### src/rtl/lsu_pkg.sv
// Shared constants and the FSM state type for the load/store unit.
package lsu_pkg;

    localparam int LSU_ADDR_W    = 8;
    localparam int LSU_DATA_W    = 8;
    localparam int LSU_MEM_DEPTH = 192;
    localparam int LSU_COUNT_W   = 8;

    typedef enum logic [1:0] {
        IDLE    = 2'd0,
        ACCESS  = 2'd1,
        CAPTURE = 2'd2,
        RESP    = 2'd3
    } lsu_state_t;

endpackage

### src/rtl/load_store_unit.sv
// Load/store unit: one request in flight, sequences data_memory's registered read,
// faults out-of-range addresses and holds each response until the core takes it.
module load_store_unit
    import lsu_pkg::*;
#(
    parameter int MEM_DEPTH = LSU_MEM_DEPTH,
    parameter int ADDR_W    = LSU_ADDR_W,
    parameter int DATA_W    = LSU_DATA_W
) (
    input  logic              clk,
    input  logic              reset,
    input  logic              req_valid,
    output logic              req_ready,
    input  logic              req_write,
    input  logic [ADDR_W-1:0] req_addr,
    input  logic [DATA_W-1:0] req_wdata,
    output logic              rsp_valid,
    input  logic              rsp_ready,
    output logic [DATA_W-1:0] rsp_rdata,
    output logic              rsp_fault,
    output logic [7:0]        fault_count,
    output logic [ADDR_W-1:0] mem_address,
    output logic [DATA_W-1:0] mem_write_data,
    output logic              mem_write_enable,
    input  logic [DATA_W-1:0] mem_read_data
);

    localparam logic [ADDR_W:0] DEPTH_LIMIT = (ADDR_W+1)'(MEM_DEPTH);

    lsu_state_t        state, next_state;
    logic [ADDR_W-1:0] addr_q;
    logic [DATA_W-1:0] wdata_q;
    logic [DATA_W-1:0] rdata_q;
    logic              write_q;
    logic              fault_q;
    logic              accept;
    logic              addr_fault;

    assign addr_fault = ({1'b0, req_addr} >= DEPTH_LIMIT);
    assign accept     = req_valid & req_ready;

    always_comb begin
        next_state = state;
        unique case (state)
            IDLE:    if (accept) next_state = addr_fault ? RESP : ACCESS;
            ACCESS:  next_state = write_q ? RESP : CAPTURE;
            CAPTURE: next_state = RESP;
            RESP:    if (rsp_ready) next_state = IDLE;
            default: next_state = IDLE;
        endcase
    end

    always_ff @(posedge clk or posedge reset) begin
        if (reset) begin
            state <= IDLE;
        end else begin
            state <= next_state;
        end
    end

    always_ff @(posedge clk or posedge reset) begin
        if (reset) begin
            addr_q      <= '0;
            wdata_q     <= '0;
            write_q     <= 1'b0;
            fault_q     <= 1'b0;
            rdata_q     <= '0;
            fault_count <= '0;
        end else begin
            if (accept) begin
                addr_q  <= req_addr;
                wdata_q <= req_wdata;
                write_q <= req_write;
                fault_q <= addr_fault;
                if (addr_fault && fault_count != 8'hFF) begin
                    fault_count <= fault_count + 8'd1;
                end
            end
            if (state == CAPTURE) begin
                rdata_q <= mem_read_data;
            end
        end
    end

    // Faults never reach ACCESS; the extra terms keep the write strobe dead under reset.
    assign mem_write_enable = (state == ACCESS) & write_q & ~fault_q & ~reset;
    assign mem_address      = addr_q;
    assign mem_write_data   = wdata_q;

    assign req_ready = (state == IDLE) & ~reset;
    assign rsp_valid = (state == RESP) & ~reset;
    assign rsp_fault = (state == RESP) & fault_q;
    assign rsp_rdata = ((state == RESP) && !write_q && !fault_q) ? rdata_q : '0;

endmodule
### config.mk
export PLATFORM = sky130hd
export DESIGN_NAME = load_store_unit
export DESIGN_NICKNAME = d
export VERILOG_FILES = /design/src/rtl/lsu_pkg.sv /design/src/rtl/load_store_unit.sv
export SDC_FILE = /design/constraint.sdc
export NUM_CORES = 1
export LEC_CHECK = 0
export CAP_MARGIN = 20
export CORE_MARGIN = 8
export CORE_UTILIZATION = 43
export CTS_CLUSTER_DIAMETER = 40
export DETAILED_ROUTE_END_ITERATION = 16
export GPL_TIMING_DRIVEN = 0
export PLACE_DENSITY = 0.83
export SYNTH_ARGS = -nofsm -noshare
export SYNTH_HDL_FRONTEND = slang
export SYNTH_SLANG_ARGS = --single-unit
### constraint.sdc
create_clock -name clk -period 2 [get_ports clk]
set_input_delay 0.6 -clock clk [delete_from_list [all_inputs] [get_ports clk]]
set_output_delay 0.6 -clock clk [all_outputs]
set_load 0.05 [all_outputs]
Yosys cells after proc, flatten, opt, wreduce, memory -nomap -nowiden
Index checks and enable logic that the tools add are counted.
Widths: inputs -> output; s select.

word-level totals
  flip-flop bits (word level) = 36
  output and inout bits = 36

cells by class
  $add $sub $neg = 1
  order comparisons = 1
  eq/ne operators = 6
  multiplexer cells = 6
  bitwise gates (word level) = 9
  reductions and logical operators = 8

operators by type and width
  kind                 count
  $add 8x1->8 const B  1
  $ge 8x8->1 const B   1
  $mux 8               1
  $ne 8x8->1 const B   1
  $pmux 2 s4           1
  $and 1x1->1          7
  $mux 2               3
  $eq 2x2->1 const B   2
  $ne 2x2->1 const B   2
  $reduce_and 2->1     2
  $logic_and 1x1->1    3
  $eq 2x1->1 const B   1
  $logic_not 1->1      2
  $logic_not 2->1      1
  $not 1->1            2
  $mux 1               1

Logic depth before layout (Yosys ltp)
  word-level depth = 5
  gate-level depth with buffers = 7

Worst setup path after synthesis
Ideal clock, no wire load.

  path type = register to output
  start = register state[1]
  end = output port mem_write_enable
  arrival = 1.719 ns
  slack = -0.319 ns
  stages on the path, launching flop included = 5
  buffers on the path = 0
  cells stage by stage = dfrtp_1 > inv_1 > ha_1 > nand2_1 > nor3_1

between the ends
  cells in the longest elaborated chain, start to end = 4

RTL lines
  element                    RTL line               text
  start: declaration         load_store_unit.sv:30  lsu_state_t state, next_state;
  start signal: assignment   load_store_unit.sv:57  state <= next_state;
  $eq 2x1->1                 load_store_unit.sv:86  assign mem_write_enable = (state == ACCESS) & write_q & ~fault_q & ~reset;
  $and 1x1->1 (3 in series)  load_store_unit.sv:86
  end: declaration           load_store_unit.sv:24  output logic mem_write_enable,

Every way passes these cells.

Worst setup path in the final report
  start = register state[0]
  end = output port rsp_rdata[5]

between the ends
  cells in the longest elaborated chain, start to end = 4

RTL lines
  element                          RTL line               text
  $eq 2x2->1                       load_store_unit.sv:93  assign rsp_rdata = ((state == RESP) && !write_q && !fault_q) ? rdata_q : '0;
  $logic_and 1x1->1 (2 in series)  load_store_unit.sv:93
  $mux 8                           load_store_unit.sv:93
  end: declaration                 load_store_unit.sv:19  output logic [DATA_W-1:0] rsp_rdata,

Every way passes these cells.

==> flow_metrics.env <==
export IMPL_outcome="complete, but fails checks"
export IMPL_violations="negative setup slack"
export IMPL_slowest_stage="dfrtp_1"
export IMPL_slowest_delay_ns=0.42
export IMPL_die_w_um=78.44
export IMPL_diodes=0
export IMPL_drv_slew=0
export IMPL_ys_warn_count=0
export IMPL_slew_headroom=0.4311
export IMPL_p_leak_uw=0.001287
export IMPL_cts_clk_slew_worst_paths_ns=0.07
export IMPL_dpl_cell_area_mm2=0.002420
export IMPL_maxCapViolations=0
export IMPL_gp_congestion=0.8018
export IMPL_num_rows=22
export IMPL_ctsLongestPathBuffers=2
export IMPL_synthDistinctLibCells=34
export IMPL_min_path_cells=1
export IMPL_report_final_hold_viol_count=0
export IMPL_final_nets=247
export IMPL_wirelength_mm=4.615
export IMPL_fin_area_mm2=0.002699
export IMPL_grt_start_max_net_pins=21
export IMPL_dieArea_mm2=0.006153
export IMPL_port_buffers=64
export IMPL_preCtsSetupSlack_ns=-1.025
export IMPL_ios=65
export IMPL_drt_iter0_drc=81
export IMPL_fin_crit_sh=1.123
export IMPL_layout_min_cycle_time_ns=2.247
export IMPL_place_detailed_hpwl_mm=3.261
export IMPL_cts_made_buffers=5
export IMPL_cp_depth=6
export IMPL_routedWlPerCell_um=17.68
export IMPL_path_max_fanout=4
export IMPL_crit_buf_inv=3
export IMPL_startpoint_type="flip-flop"
export IMPL_overflow=0
export IMPL_setup_viol=9
export IMPL_clock_sinks=36
export IMPL_grt_use_total=0.1530
export IMPL_end_kind="output port"
export IMPL_rsz0062_at_grt="true"
export IMPL_final_core_util=0.7263
export IMPL_setup_ws_ns=-0.2466
export IMPL_r2r_slack_ns=0.16
export IMPL_finClkSkew_ns=0.007786
export IMPL_r2r_cells=6
export IMPL_cts_root_buf="clkbuf_8"
export IMPL_vias=1333
export IMPL_cp_cell_sequence="ha_4 -> nor3b_4 -> buf_6 -> buf_12 -> and2_4 -> buf_8"
export IMPL_htreeDepth=2
export IMPL_core_area_mm2=0.003716
export IMPL_clk_latency_ns=0.29
export IMPL_antenna_found_initial=0
export IMPL_die_height_um=78.44
export IMPL_hp_class="flip-flop to flip-flop"
export IMPL_synthesis_area_mm2=0.001677
export IMPL_drive_above_1_share=0.3756
export IMPL_dpl_cell_count=241
export IMPL_synth_seq_area_share=0.5373
export IMPL_drtAntennaViolNets=0
export IMPL_tns_ns=-1.834
export IMPL_power_density_mw_per_mm2=1574
export IMPL_tightest_slew_ns=0.8524
export IMPL_cts_tree="done"
export IMPL_area_growth_pct=60.97
export IMPL_initial_core_util=0.4512
export IMPL_drc=0
export IMPL_avgSynthCellArea_um2=13.10
export IMPL_vias_per_cell=5.107
export IMPL_crit_type="flip-flop to output port"
export IMPL_grt_pass1_vias=1515
export IMPL_crit_required_ns=1.40
export IMPL_clock_fmax_mhz=445.1
export IMPL_cp_data_arrival_time_ns=1.65
export IMPL_fin_cells=261
export IMPL_peakVddDrop_mv=0.9610
export IMPL_syn_num_nets=163
export IMPL_synthCells=128
export IMPL_dr_pass1_iters=4
export IMPL_grt_pass1_wl_mm=7.355
export IMPL_cp_top_family="flip-flops"
export IMPL_synth_seq_cells=36
-- cells by family after synthesis --
family,synth area share
flip-flops,0.5373
buffers and inverters,0.02238
adder cells (fa/ha/maj),0.04477
AO/OA/AOI/OAI,0.03657
multiplexers,0.1963
AND/OR/NAND/NOR,0.1522
XOR/XNOR,0.01045
-- registers in the layout, summed over array words and instances (netlist names) --
register / cells
fault_count: 8
mem_address: 8
mem_write_data: 8
rdata_q: 8
state: 2
fault_q: 1
write_q: 1
-- cell usage after synthesis, drive strengths merged --
| master | count | share of area |
|---|---|---|
| clkbuf | 1 | 0.0022 |
| inv | 4 | 0.0090 |
| nor2b | 2 | 0.0075 |
| a21oi | 3 | 0.0090 |
| nor2 | 5 | 0.021 |
| nand2b | 1 | 0.0037 |
| o21a | 1 | 0.0045 |
| nand3b | 1 | 0.012 |
| nor3b | 1 | 0.0045 |
| o21ai | 1 | 0.0030 |
| and3 | 1 | 0.0037 |
| nand4 | 3 | 0.015 |
| nand3 | 6 | 0.018 |
| xnor2 | 2 | 0.010 |
| a31oi | 3 | 0.011 |
| and2 | 9 | 0.034 |
| and4 | 1 | 0.0052 |
| mux2i | 1 | 0.0060 |
| a21o | 1 | 0.0045 |
| buf | 2 | 0.011 |
| nor3 | 2 | 0.0090 |
| ha | 6 | 0.045 |
| dfrtp | 36 | 0.54 |
| and2b | 2 | 0.0090 |
| mux2 | 28 | 0.19 |
| a21boi | 1 | 0.0045 |
| nand2 | 4 | 0.010 |
-- layout by cell type, fill, tap and decap left out, types with 3 or more instances in the layout --
master           instances
a21oi_1                  3
a31oi_1                  3
and2_4                   7
buf_4                   10
buf_6                    6
buf_8                    8
clkbuf_1                 3
clkbuf_8                 6
clkdlybuf4s50_1         27
dfrtp_1                 36
dlygate4sd2_1           25
ha_1                     3
ha_4                     3
mux2_2                  25
nand3_1                  6
nor2_1                   4
-- where the power goes --
group / internal (µW) / leakage, µW / switching [µW]
combinational: 1020 / 0.000804 / 1460
clock: 281 / 0.0000455 / 242
sequential: 1040 / 0.000438 / 206
-- worst register-to-register path: cells and delay by family, from the launching register on --
family | cells | cell delay, ns
adder cells (fa/ha/maj) | 1 | 0.15
flip-flops | 1 | 0.43
buffers and inverters | 4 | 0.74
multiplexers | 1 | 0.41
-- path summary, 6_finish.rpt --
check,startpoint,endpoint
min reg2reg,mem_address[2]$_DFFE_PP0P_,mem_address[2]$_DFFE_PP0P_
max,state[0]$_DFFE_PP0P_,rsp_rdata[5]
min,mem_address[2]$_DFFE_PP0P_,mem_address[2]$_DFFE_PP0P_
max in group asynchronous,reset,mem_address[6]$_DFFE_PP0P_
min in group asynchronous,reset,state[1]$_DFFE_PP0P_
max reg2reg,state[0]$_DFFE_PP0P_,rdata_q[5]$_DFFE_PP0N_
-- metal layers --
layer  global-route usage  vias up  share of wire
met5                    0        -              0
met4              0.08889        0          0.019
met3              0.04784        8          0.053
met2               0.2825       38           0.56
met1               0.1455      676           0.37
li1                     -      611              -
-- layout make-up --
cell class | count | area (µm²)
buffer | 3 | 22.52
clock buffer | 8 | 90.09
fill | 259 | 1017
inverter | 4 | 20.02
multi-input combinational | 85 | 813.3
sequential | 36 | 900.9
tap | 48 | 60.06
timing repair buffer | 77 | 792.0
-- what timing repair did --
action	4_1_cts	5_1_grt
hold buffers	0	0
cloned	0	0
resized for setup	129	6
pin swaps	8	1
setup buffers	9	4
setup endpoints to repair	36	12
-- metrics by stage --
step	power, µW	hold WS, ns
3_5_place_dp	3443	0.4907
6_report	4249	0.5023
3_3_place_gp	3351	0.4824
5_1_grt	4455	0.5184
4_1_cts	4161	0.5063
2_1_floorplan	2694	0.4720
Note: power is estimated with default switching activity, not from simulation.
